[src/rtl/vga_timing_gen.sv]
// vga_timing_gen: 640x480 VGA raster timing from the 25 MHz pixel clock.
// Optional build macro VGA_FRAME_CNT_EN adds an 8-bit frame counter on
// frame_cnt_o; without it the port is tied to zero.
module vga_timing_gen #(
    parameter int unsigned HPIXELS = 800,
    parameter int unsigned VLINES  = 521,
    parameter int unsigned HSW     = 128,
    parameter int unsigned VSW     = 2,
    parameter int unsigned HBP     = 144,
    parameter int unsigned HFP     = 784,
    parameter int unsigned VBP     = 31,
    parameter int unsigned VFP     = 511
) (
    input  logic       CP_25MHz_i,
    input  logic       clr_i,
    input  logic       ce_i,
    output logic [9:0] hc_o,
    output logic [9:0] vc_o,
    output logic       hsync_o,
    output logic       vsync_o,
    output logic       vidon_o,
    output logic       line_end_o,
    output logic       frame_start_o,
    output logic [7:0] frame_cnt_o
);

    // Last counter values, and window bounds widened to 11 bits so that a
    // bound equal to 1024 still compares correctly against a 10-bit counter.
    localparam logic [9:0]  HMAX  = 10'(HPIXELS - 1);
    localparam logic [9:0]  VMAX  = 10'(VLINES - 1);
    localparam logic [10:0] HSW_W = 11'(HSW);
    localparam logic [10:0] VSW_W = 11'(VSW);
    localparam logic [10:0] HBP_W = 11'(HBP);
    localparam logic [10:0] HFP_W = 11'(HFP);
    localparam logic [10:0] VBP_W = 11'(VBP);
    localparam logic [10:0] VFP_W = 11'(VFP);

    logic [9:0] hc_q, hc_d;
    logic [9:0] vc_q, vc_d;
    logic       fs_q, fs_d;
    logic       h_last, v_last, wrap;

    assign h_last = (hc_q == HMAX);
    assign v_last = (vc_q == VMAX);
    assign wrap   = ce_i && h_last && v_last;

    // Next-state for the raster counters; ce low freezes the position.
    always_comb begin
        hc_d = hc_q;
        vc_d = vc_q;
        if (ce_i) begin
            if (h_last) begin
                hc_d = '0;
                vc_d = v_last ? '0 : vc_q + 10'd1;
            end else begin
                hc_d = hc_q + 10'd1;
            end
        end
    end

    // The frame-start flag is set by the wrap edge and held across ce=0 so the
    // pulse lands on the first enabled cycle at (0,0), never on a stalled one.
    always_comb begin
        fs_d = fs_q;
        if (ce_i) fs_d = wrap;
    end

    // Counter and frame-start registers with synchronous clear.
    always_ff @(posedge CP_25MHz_i) begin
        if (clr_i) begin
            hc_q <= '0;
            vc_q <= '0;
            fs_q <= 1'b0;
        end else begin
            hc_q <= hc_d;
            vc_q <= vc_d;
            fs_q <= fs_d;
        end
    end

`ifdef VGA_FRAME_CNT_EN
    logic [7:0] fc_q, fc_d;

    // Frame count steps on the wrap edge, so it reads the new value together
    // with the frame_start pulse; wraps naturally at 8 bits.
    always_comb begin
        fc_d = fc_q;
        if (wrap) fc_d = fc_q + 8'd1;
    end

    // Frame counter register with synchronous clear.
    always_ff @(posedge CP_25MHz_i) begin
        if (clr_i) fc_q <= '0;
        else       fc_q <= fc_d;
    end

    assign frame_cnt_o = fc_q;
`else
    assign frame_cnt_o = 8'd0;
`endif

    // Zero-latency decodes of the registered position.
    always_comb begin
        hsync_o       = ({1'b0, hc_q} >= HSW_W);
        vsync_o       = ({1'b0, vc_q} >= VSW_W);
        vidon_o       = ({1'b0, hc_q} >= HBP_W) && ({1'b0, hc_q} < HFP_W) &&
                        ({1'b0, vc_q} >= VBP_W) && ({1'b0, vc_q} < VFP_W);
        line_end_o    = ce_i && h_last;
        frame_start_o = ce_i && fs_q;
    end

    assign hc_o = hc_q;
    assign vc_o = vc_q;

endmodule
[config.mk]
export PLATFORM = sky130hd
export DESIGN_NAME = vga_timing_gen
export DESIGN_NICKNAME = d
export VERILOG_FILES = /design/src/rtl/vga_timing_gen.sv
export SDC_FILE = /design/constraint.sdc
export NUM_CORES = 1
export LEC_CHECK = 0
export CORE_ASPECT_RATIO = 2
export CORE_UTILIZATION = 43
export CTS_CLUSTER_DIAMETER = 120
export DETAILED_ROUTE_END_ITERATION = 16
export PLACE_DENSITY = 0.74
export RECOVER_POWER = 50
export SLEW_MARGIN = 5
export SYNTH_ARGS = -nofsm -noshare
export SYNTH_HDL_FRONTEND = slang
export SYNTH_SLANG_ARGS = --single-unit
[constraint.sdc]
create_clock -name CP_25MHz_i -period 2.23 [get_ports CP_25MHz_i]
set_input_delay 0.223 -clock CP_25MHz_i [delete_from_list [all_inputs] [get_ports CP_25MHz_i]]
set_output_delay 0.223 -clock CP_25MHz_i [all_outputs]
set_load 0.05 [all_outputs]
==> impl_summary.txt <==
----------------------------------------------------
[Synth]
  Largest cells by area after synthesis ... dfxtp_1 36%, ha_1 5.3%, buf_4 5.1%
  Top cell type's share of synthesized area ... 0.3582
  Post-synth ARST share ... 0
  Post-synthesis sequential area ratio ... 0.3582
  Synth unique cells ... 35
  Predominant post-synthesis flop cell ... dfxtp_1
  Number of synthesized register bits ... 21
  Total of warnings raised by yosys ... 0
  Synthesized area per cell ... between 8 and 9 sq um
  Netlist area before placement ... 1174 sq um
  Post-Synthesis Cells ... 138
  Number of enable flip-flop cells after synthesis ... 0
  Synth area leader ... dfxtp_1
  Top-count cell post-synth ... dfxtp_1
  Commonest cells in the netlist ... 21 x dfxtp_1, 14 x nor2_1, 9 x a21oi_1, 9 x inv_1

[Pwr]
  Power density relative to cell area ... roughly 470 nW/um^2
  Leakage Power ... 0.5701 nW
  Post-route total power ... 721.7 uW
  Worst IR drop on VDD ... around 380 uV

[Floorplanning]
  Die X-Extent ... 38.94 microns
  Site Rows ... 26
  Die height ... roughly 76 microns
  Area of the core ... 2570 sq um
  Number of I/O pins ... 36
  Initial Util ... 0.4567
  Total Die Area ... 2955 sq um

[Timing]
  Setup TNS ... 0 ns
  Time the final worst path needs with I/O delays and setup ... 2.092 ns
  Unrepaired setup endpoints after global routing ... false
  Max frequency ... 0.4779 GHz
  Worst slew slack as a fraction of its limit ... 0.6061
  Transition at the pin with the smallest max-transition slack ... 0.5933 ns
  Post-route fraction of the period consumed by the critical path ... 0.9383
  Hold violation total from the final report ... 0
  Setup Skew ... 0.002247 ns
  Number of max-slew violations in the final report ... 0
  Endpoints failing setup ... 0

[Routing]
  Wirelength per Cell ... 13.59 microns
  Detailed Route WL ... about 2.7 mm
  Iter 0 DRT Violations ... 17
  DRT Pass-1 Iters ... 4
  Post-detailed-route count of antenna-violating nets ... 0
  Via density ... 5.518
  Residual DRC count ... 0
  Count of vias placed by the detailed router ... between 1000 and 1500

[Worst setup path]
  Worst Path Class, Setup ... flop to primary output
  Slowest cell delay on critical path ... approximately 0.37 ns
  Critical path data arrival time ... 1.87 ns
  Maximum fanout count along the critical path ... 12
  Cell-by-cell listing of the critical path ... nor3_1, nand4_2, buf_4, inv_1, buf_12
  Max stage delay cell, worst path ... dfxtp_1
  Data required time of the worst path ... 2.01 ns
  Category of the worst setup path launch point ... flop
  Kind of end point of the critical path ... primary output

[Clock tree]
  Htree depth ... 1
  Clock latency reported for the late side of the worst-skew pair ... 0.27 ns
  Cell chosen for the clock root ... clkbuf_8
  Bufs on Longest Clock Path ... 2
  Number of buffers created by CTS ... 3
  Clock net sink count ... 21
  Total of cells resized after clock tree synthesis ... 0
  TritonCTS clock tree ... built
  Post-CTS repair timing setup buffer count ... 0
  Post-CTS clock slew at the launch and capture registers of the worst setup and hold paths ... 0.08 ns
  Post-CTS Hold Buffers ... 0

[Cells and area]
  Share of cells above drive strength 1 ... 0.08876
  Diodes inserted ... 0
  # fillers ... 253
  Final #Nets ... 178
  Area taken by flip-flops and latches ... approximately 420 sq um
  Layout area overhead ... 29.74%
  Multi-input gate area in the final layout ... 688.2 sq um

[Flow run]
  Max capacitance violation total ... 0

[Placed design]
  Routability cong. ... about 0.75
  Half-perimeter wire length of the detailed placement result ... 2.025 mm
  Count of buffers inserted at the top-level ports ... 27

[Global routing]
  Remaining Overflow, GRT ... 0
  Wire length of the first global-routing pass ... around 4.3 mm
  All-Layer GR Usage ... 0.2040
  Maximum number of pins on one net before global-route repair ... 13
  Number of antenna violations at the first check in global routing ... 0
  Vias in the first global route ... between 900 and 1000

[Worst hold path]
  Worst min-delay path class ... flop to flop

[Outcome]
  Outcome ... finished clean

----------------------------------------------------
==> cell usage in the layout, fill, tap and decap left out, types with 2 or more instances in the layout <==
cell and instances:
a21oi_1 9, and2_1 2, and4_1 2, buf_12 2, buf_4 3, clkbuf_1 3
clkbuf_8 3, clkdlybuf4s50_1 11, conb_1 8, dfxtp_1 21, dlygate4sd3_1 12, ha_1 5
inv_1 9, nand2_1 8, nand2b_1 2, nand3_1 7, nand4_1 5, nor2_1 14
nor3_1 4, nor4_1 2, o21ai_0 4, o31ai_1 2, o41ai_1 2, or3_1 4
or4_4 2, or4b_2 2, xnor2_1 6, xor2_1 4
==> through the flow <==
step / util / instances / hold slack (ns) / cell area [sq um] / setup slack, ns
6_report: 0.5925 / 197 / 0.5062 / 1523 / 0.1376
5_1_grt: 0.5925 / 197 / 0.5406 / 1523 / 0.03983
4_1_cts: 0.5954 / 197 / 0.5138 / 1530 / 0.1045
3_5_place_dp: 0.5779 / 193 / 0.4967 / 1485 / 0.1974
3_3_place_gp: 0.5779 / 193 / 0.4922 / 1485 / 0.2427
2_1_floorplan: - / 145 / 0.2921 / 1212 / 0.07903
==> kinds of logic (layout without fill, tap and decap cells) <==
logic type / count (synthesis) / count (layout) / synth area share
multiplexers: 1 / 1 / 0.008529
other: 1 / 8 / 0.003195
AO/OA/AOI/OAI: 23 / 23 / 0.1343
adder cells (fa/ha/maj): 5 / 5 / 0.05330
XOR/XNOR: 10 / 10 / 0.07462
flip-flops: 21 / 21 / 0.3582
buffers and inverters: 19 / 43 / 0.08849
AND/OR/NAND/NOR: 58 / 58 / 0.2793
==> worst max-delay path, delay by kind of cell, from the launching register on <==
kind | cells | cell delay (ns)
buf+inv | 3 | 0.63
simple gates | 2 | 0.60
flops | 1 | 0.37
==> report_power, final <==
group	internal [mW]	switching (mW)	total, mW
Sequential	0.379	0.00431	0.383
Combinational	0.0192	0.0627	0.0819
Clock	0.128	0.129	0.257
Total	0.525	0.196	0.722
==> sequential cells by signal, indices dropped and copies added (netlist names) <==
register / count
hc_o: 10
fs_q: 1
vc_o: 10
==> final timing paths <==
kind                         from  slack [ns]  depth (start not counted)                    to
max          hc_o[6]$_SDFFE_PP0P_        0.14                          5            line_end_o
min             fs_q$_SDFFE_PP0P_        0.51                          2     fs_q$_SDFFE_PP0P_
max reg2reg  vc_o[5]$_SDFFE_PP0P_        0.28                          4  vc_o[7]$_SDFFE_PP0P_
min reg2reg     fs_q$_SDFFE_PP0P_        0.51                          2     fs_q$_SDFFE_PP0P_
==> metal layers <==
| layer | up-vias | share of wire | GRT usage |
|---|---|---|---|
| met4 | 0 | 0.021 | 0.09195 |
| met2 | 29 | 0.57 | 0.3926 |
| met3 | 5 | 0.032 | 0.01749 |
| li1 | 536 | - | - |
| met5 | - | 0 | 0 |
| met1 | 517 | 0.37 | 0.2062 |
==> final cells by class <==
class,count,area share
Multi-Input combinational cell,105,0.4519
Sequential cell,21,0.2761
Timing Repair Buffer,30,0.1972
Clock buffer,4,0.02958
Tap cell,28,0.02301
Inverter,9,0.02219
Note: power is estimated with default switching activity, not from simulation.
